`config.mk`:
```
export PLATFORM = sky130hd
export DESIGN_NAME = shift_reg_univ
export DESIGN_NICKNAME = d
export VERILOG_FILES = /design/src/rtl/shift_reg_univ.sv
export SDC_FILE = /design/constraint.sdc
export NUM_CORES = 1
export LEC_CHECK = 0
export ABC_AREA = 1
export CAP_MARGIN = 10
export CELL_PAD_IN_SITES_DETAIL_PLACEMENT = 1
export CELL_PAD_IN_SITES_GLOBAL_PLACEMENT = 1
export CORE_AREA = 5 5 54 76
export CTS_CLUSTER_SIZE = 14
export DETAILED_ROUTE_END_ITERATION = 10
export DIE_AREA = 0 0 59 81
export PLACE_DENSITY = 0.78
export SYNTH_ARGS = -nofsm -noshare
export SYNTH_HDL_FRONTEND = slang
export SYNTH_SLANG_ARGS = --single-unit
```
`constraint.sdc`:
```
create_clock -name clk -period 1.7 [get_ports clk]
set_input_delay 0.17 -clock clk [delete_from_list [all_inputs] [get_ports clk]]
set_output_delay 0.17 -clock clk [all_outputs]
set_load 0.02 [all_outputs]
```
`src/rtl/shift_reg_univ.sv`:
```
// WIDTH-bit universal shift register: hold, load, shift, rotate, arithmetic shift, clear,
// with a saturating shift counter. Define SHIFT_REG_SYNC_CLR_EN to add a synchronous clear port clr.
module shift_reg_univ #(
   parameter int               WIDTH     = 8,
   parameter int               CNT_W     = 4,
   parameter logic [WIDTH-1:0] RESET_VAL = '0
) (
   input  logic             clk,
   input  logic             reset,
`ifdef SHIFT_REG_SYNC_CLR_EN
   input  logic             clr,
`endif
   input  logic             en,
   input  logic [2:0]       mode,
   input  logic [WIDTH-1:0] data,
   input  logic             sin_l,
   input  logic             sin_r,
   output logic [WIDTH-1:0] q,
   output logic [WIDTH-1:0] qbar,
   output logic             sout_l,
   output logic             sout_r,
   output logic [CNT_W-1:0] shift_cnt,
   output logic             drained
);

   localparam logic [CNT_W-1:0] CNT_MAX   = '1;
   localparam logic [CNT_W-1:0] WIDTH_CNT = CNT_W'(WIDTH);
   localparam logic [CNT_W-1:0] CNT_ONE   = CNT_W'(1);

   typedef enum logic [2:0] {
      MODE_HOLD  = 3'b000,
      MODE_LOAD  = 3'b001,
      MODE_SHL   = 3'b010,
      MODE_SHR   = 3'b011,
      MODE_ROL   = 3'b100,
      MODE_ROR   = 3'b101,
      MODE_ASR   = 3'b110,
      MODE_CLEAR = 3'b111
   } mode_e;

   logic [WIDTH-1:0] q_q, q_d;
   logic [CNT_W-1:0] cnt_q, cnt_d;
   logic             drained_q, drained_d;
   logic             is_shift;
   mode_e            mode_sel;

   assign mode_sel = mode_e'(mode);

   always_comb begin
      q_d       = q_q;
      cnt_d     = cnt_q;
      drained_d = drained_q;
      is_shift  = 1'b0;
`ifdef SHIFT_REG_SYNC_CLR_EN
      if (clr) begin
         q_d       = '0;
         cnt_d     = '0;
         drained_d = 1'b0;
      end else
`endif
      if (en) begin
         case (mode_sel)
            MODE_HOLD:  q_d = q_q;
            MODE_LOAD:  begin
               q_d   = data;
               cnt_d = '0;
            end
            MODE_SHL:   begin
               q_d      = {q_q[WIDTH-2:0], sin_r};
               is_shift = 1'b1;
            end
            MODE_SHR:   begin
               q_d      = {sin_l, q_q[WIDTH-1:1]};
               is_shift = 1'b1;
            end
            MODE_ROL:   begin
               q_d      = {q_q[WIDTH-2:0], q_q[WIDTH-1]};
               is_shift = 1'b1;
            end
            MODE_ROR:   begin
               q_d      = {q_q[0], q_q[WIDTH-1:1]};
               is_shift = 1'b1;
            end
            MODE_ASR:   begin
               q_d      = {q_q[WIDTH-1], q_q[WIDTH-1:1]};
               is_shift = 1'b1;
            end
            MODE_CLEAR: begin
               q_d   = '0;
               cnt_d = '0;
            end
         endcase
         // Counter saturates rather than wrapping so drained stays asserted on long streams
         if (is_shift && (cnt_q != CNT_MAX)) begin
            cnt_d = cnt_q + CNT_ONE;
         end
         drained_d = (cnt_d >= WIDTH_CNT);
      end
   end

   always_ff @(posedge clk or posedge reset) begin
      if (reset) begin
         q_q       <= RESET_VAL;
         cnt_q     <= '0;
         drained_q <= 1'b0;
      end else begin
         q_q       <= q_d;
         cnt_q     <= cnt_d;
         drained_q <= drained_d;
      end
   end

   assign q         = q_q;
   assign qbar      = ~q_q;
   assign sout_l    = q_q[WIDTH-1];
   assign sout_r    = q_q[0];
   assign shift_cnt = cnt_q;
   assign drained   = drained_q;

endmodule

```
Word level (Yosys, flattened, before mapping)
Cells that the tools add are included.
- flip-flop bits (word level): 13
- output and inout bits: 23
- logic and storage cells: 29
- add/subtract/negate cells: 1
- $lt $le $gt $ge: 1
- equal/unequal tests: 8
- muxes and demuxes: 6
- bitwise gates (word level): 3
- reductions and logical operators: 6
- operator list (cell ; count):
    $pmux 8 s7 ; 1
    $eq 3x3->1 const B ; 4
    $mux 4 ; 3
    $not 8->8 ; 1
    $eq 3x2->1 const B ; 2
    $reduce_or 5->1 ; 1
    $add 4x1->4 const B ; 1
    $ge 4x4->1 const B ; 1
    $ne 4x4->1 const B ; 1
    $eq 3x1->1 const B ; 1
    $logic_not 3->1 ; 1
    $reduce_and 3->1 ; 1
    $mux 1 ; 2
    $not 1->1 ; 2
    $reduce_and 2->1 ; 1
    $reduce_or 2->1 ; 1
    $logic_and 1x1->1 ; 1

Depth between registers and ports, before layout
- depth after elaboration: 8
- depth in mapped cells: 9
- depth with buffers taken out: 8

Worst setup path before layout
No wires, ideal clock.
- kind: register to register
- from: register cnt_q[0], in the netlist shift_cnt[0]
- to: register cnt_q[0], in the netlist shift_cnt[0]
- arrival time: 1.219 ns
- path slack: 0.353 ns
- stages on the path, launching flop included: 8
- cell sequence: dfrtp_1 ha_1 nand3_1 nand2_1 nor2_8 inv_2 nand3_1 o21ai_2
- cells in the longest elaborated chain, start to end: 4
- elaborated cells between the ends (all ways): 6
- those cells by class: add/sub (1); eq/ne (1); mux (3); reduce/logical (1)
- RTL lines (what ; line ; text):
    start, declared ; 42 ; logic [CNT_W-1:0] cnt_q, cnt_d;
    start signal, assigned ; 108 ; cnt_q <= cnt_d;
    parallel branches: the longest is 2 deep, another holds $add 4x1->4 ; n/a ;
    $mux 4 * ; 94 ; if (is_shift && (cnt_q != CNT_MAX)) begin
    $mux 4 * ; 61 ; if (en) begin
Mark *: on every way between the ends. The select of a mux whose other input is x is not followed.
A chain may end at the register's enable or synchronous reset.

Worst setup path in the final report
- from: register q_q[0], in the netlist q[0]
- to: output port qbar[0]
- cells in the longest elaborated chain, start to end: 1
- RTL lines (what ; line ; text):
    start, declared ; 41 ; logic [WIDTH-1:0] q_q, q_d;
    start signal, assigned ; 107 ; q_q <= q_d;
    $not 8->8 ; 114 ; assign qbar = ~q_q;
    end, declared ; 19 ; output logic [WIDTH-1:0] qbar,
No other way between the ends.

==> flow_results.xml <==
<?xml version="1.0" encoding="UTF-8"?>
<metrics>
  <group name="run_status">
    <metric name="status" unit="">finished, final reports clean</metric>
  </group>
  <group name="cells_and_area">
    <metric name="area.sequential" unit="sq um">300</metric>
    <metric name="layout-area-overhead-vs-synth" unit="%">53.0</metric>
    <metric name="finish.net_count" unit="">196</metric>
    <metric name="total_area_of_multi_input_combinational_cells" unit="sq um">444</metric>
    <metric name="layout-drive-gt1-share" unit="%">7.91</metric>
    <metric name="num-fill-cells" unit="">446</metric>
    <metric name="postLayoutCellArea" unit="sq um">1330</metric>
    <metric name="antenna-diode-count" unit="">0</metric>
  </group>
  <group name="critical_path">
    <metric name="critical_path_launch_point_type" unit="">flip-flop</metric>
    <metric name="worst-setup-path-type" unit="">flip-flop to output pin</metric>
    <metric name="setup.reg_to_reg.worst_slack" unit="ns">0.34</metric>
    <metric name="r2r-start" unit="">shift_cnt[0]$_DFFE_PP0P_</metric>
    <metric name="critical_path_arrival" unit="ns">1.38</metric>
    <metric name="crit-reg2reg-capture" unit="">shift_cnt[1]$_DFFE_PP0P_</metric>
    <metric name="crit_required" unit="ns">1.53</metric>
    <metric name="end_kind" unit="">output pin</metric>
    <metric name="critical_path.max_fanout" unit="">5</metric>
    <metric name="critical_path.startpoint" unit="">q[0]$_DFFE_PP0P_</metric>
    <metric name="reg2reg_depth" unit="">7</metric>
    <metric name="cp-endpoint" unit="">qbar[0]</metric>
  </group>
  <group name="timing">
    <metric name="postLayoutSetupSlackWorst" unit="ns">0.151</metric>
    <metric name="final_period_minus_worst_setup_slack" unit="ns">1.55</metric>
    <metric name="setup-tns-final" unit="ns">0</metric>
    <metric name="final.hold.worst_slack" unit="ns">0.251</metric>
    <metric name="final.period_utilization" unit="%">91.1</metric>
    <metric name="maxClockFrequency" unit="GHz">0.646</metric>
    <metric name="worst_clock_skew" unit="ns">0.00170</metric>
    <metric name="report.final.setup_viol" unit="">0</metric>
    <metric name="max_slew_margin" unit="%">67.7</metric>
    <metric name="rsz0062_at_grt" unit="">false</metric>
    <metric name="finalHoldViolations" unit="">0</metric>
    <metric name="timing.final.max_slew_violations" unit="">0</metric>
    <metric name="slew_of_the_pin_with_the_lowest_slew_margin" unit="ns">0.485</metric>
  </group>
  <group name="place">
    <metric name="dpl-instance-area" unit="sq um">1290</metric>
    <metric name="buffer_ports.inserted" unit="">38</metric>
    <metric name="post-place-ws" unit="ns">0.108</metric>
    <metric name="detailedPlacementHpwl" unit="mm">2.15</metric>
    <metric name="globalplace.congestion" unit="">0.733</metric>
  </group>
  <group name="cts">
    <metric name="clock_path_buffers" unit="">2</metric>
    <metric name="cts_tree" unit="">yes</metric>
    <metric name="clkLatencyLatePin" unit="ns">0.24</metric>
    <metric name="postCtsHoldBufs" unit="">0</metric>
    <metric name="htree_levels" unit="">1</metric>
    <metric name="cts_root_buf" unit="">clkbuf_8</metric>
    <metric name="cts_resized" unit="">0</metric>
    <metric name="clock_sinks" unit="">12</metric>
    <metric name="clock_buffer_count_from_cts" unit="">3</metric>
    <metric name="post_cts.repair.setup_buffers" unit="">0</metric>
    <metric name="clkSlewWorstSetupHoldPaths" unit="ns">0.05</metric>
  </group>
  <group name="floorplanning">
    <metric name="core_area" unit="sq um">3320</metric>
    <metric name="floorplan.die.height" unit="um">81</metric>
    <metric name="floorplan.initialDensity" unit="%">26.2</metric>
    <metric name="die-area" unit="sq um">4780</metric>
    <metric name="io-pin-count" unit="">39</metric>
    <metric name="die_w" unit="um">59</metric>
    <metric name="core.rowCount" unit="">25</metric>
  </group>
  <group name="detailed_routing">
    <metric name="vias" unit="">999</metric>
    <metric name="routedWlPerCell" unit="um">12.5</metric>
    <metric name="drt_first_pass_iters" unit="">4</metric>
    <metric name="postRouteAntennaNets" unit="">0</metric>
    <metric name="detail_route.drc_violations" unit="">0</metric>
    <metric name="vias_per_cell" unit="">4.60</metric>
    <metric name="wirelength" unit="mm">2.72</metric>
    <metric name="first_iter_violations" unit="">16</metric>
  </group>
  <group name="yosys">
    <metric name="synthesized_instance_count" unit="">137</metric>
    <metric name="synthesis.nets" unit="">154</metric>
    <metric name="synth_cell_types" unit="">17</metric>
    <metric name="yosysTopAreaCell" unit="">dfrtp_1</metric>
    <metric name="post_synth_instance_area" unit="sq um">868</metric>
    <metric name="synth.ff_latch_count" unit="">12</metric>
    <metric name="yosys_warnings" unit="">0</metric>
    <metric name="synth_top_cell_area_share" unit="%">34.6</metric>
    <metric name="syn_avg_cell_area" unit="sq um">6.34</metric>
    <metric name="synth_sequential_area_ratio" unit="%">34.6</metric>
    <metric name="synth_top_cells_by_area" unit="">dfrtp_1, nand2_1, nand3_1, inv_1, o21ai_0</metric>
  </group>
  <group name="grt">
    <metric name="grt_max_degree" unit="">13</metric>
    <metric name="track_usage" unit="%">12.6</metric>
    <metric name="antenna_found_initial" unit="">0</metric>
    <metric name="first_global_vias" unit="">1063</metric>
    <metric name="grt_first_pass_wirelength" unit="mm">4.64</metric>
    <metric name="grt.overflow.total" unit="">0</metric>
  </group>
  <group name="power">
    <metric name="worst_ir_drop_vdd" unit="mV">0.446</metric>
    <metric name="total_power_density_per_cell_area" unit="nW/um^2">998</metric>
    <metric name="power_leakage" unit="uW">0.000689</metric>
  </group>
  <group name="hold_path">
    <metric name="hold_path_class" unit="">input pin to asynchronous set/reset pin</metric>
  </group>
  <group name="job">
    <metric name="max_cap_viol_count" unit="">0</metric>
  </group>
</metrics>
## Yosys cell counts
cell,number
o21ai_0,8
nor2_8,1
buf_4,3
nand2_2,2
nand4_1,1
ha_1,1
and3_1,1
nand2_1,54
o21ai_2,1
nor2_1,9
inv_1,21
nand3_1,17
inv_2,3
nand2_4,1
o21ai_1,1
buf_6,1
dfrtp_1,12
## final cells by class
type | count | share of cell area [%]
clock buffers | 3 | 3.11
inverters | 24 | 6.78
flip-flops and latches | 12 | 22.6
well taps | 40 | 3.77
repair buffers | 41 | 30.3
multi-input cells | 97 | 33.4
## worst max-delay path, cell delays in order (launching register included)
cell             delay, ns
dfrtp_1               0.44
inv_1                 0.10
clkdlybuf4s50_1       0.60
## routing by layer
layer,track usage (%),vias to the layer above,wire length [um],share of wire (%)
met5,0,-,0,0
met4,6.12,0,38,1.4
met3,2.54,4,145,5.3
met2,21.6,28,1370,51
met1,14.5,469,1160,43
li1,-,498,-,-
## worst min path at each step
stage	cells past startpoint	endpoint	startpoint
floorplan	1	q[0]$_DFFE_PP0P_	reset
global placement	1	shift_cnt[3]$_DFFE_PP0P_	shift_cnt[3]$_DFFE_PP0P_
detailed placement	2	shift_cnt[0]$_DFFE_PP0P_	reset
CTS	2	shift_cnt[0]$_DFFE_PP0P_	reset
global route	2	shift_cnt[1]$_DFFE_PP0P_	reset
finish	2	shift_cnt[1]$_DFFE_PP0P_	reset
## stage by stage
step | cells | util (%) | total power (uW)
after floorplan | 137 | - | 768
after global placement | 214 | 38.8 | 1060
after detailed placement | 214 | 38.8 | 1080
final | 217 | 40.1 | 1330
after global routing | 217 | 40.1 | 1410
after CTS | 217 | 40.1 | 1350
## state kept, by name (all words and copies together), names as in the netlist
register	cells
shift_cnt	4
q	8
## kinds of logic (layout without fill, tap and decap cells)
kind of cell / after synthesis / in the layout / synth area share, %
compound gates: 10 / 10 / 6.20
fa+ha+maj: 1 / 1 / 1.44
buf+inv: 28 / 68 / 14.3
flops: 12 / 12 / 34.6
simple gates: 86 / 86 / 43.5
## placed cells by master (no fill, tap or decap), types with 2 or more instances in the layout
cell             synthesis  routed
buf_4                    3       3
inv_1                   21      21
o21ai_0                  8       8
clkdlybuf4s50_1          0      38
dfrtp_1                 12      12
inv_2                    3       3
clkbuf_8                 0       3
nand3_1                 17      17
nand2_2                  2       2
nand2_1                 54      54
nor2_1                   9       9
## where the power goes
part	internal [uW]	switching, uW	total, uW
Combinational	298	332	630
Clock	156	99.5	255
Sequential	352	88.3	441
Note: power is estimated with default switching activity, not from simulation.
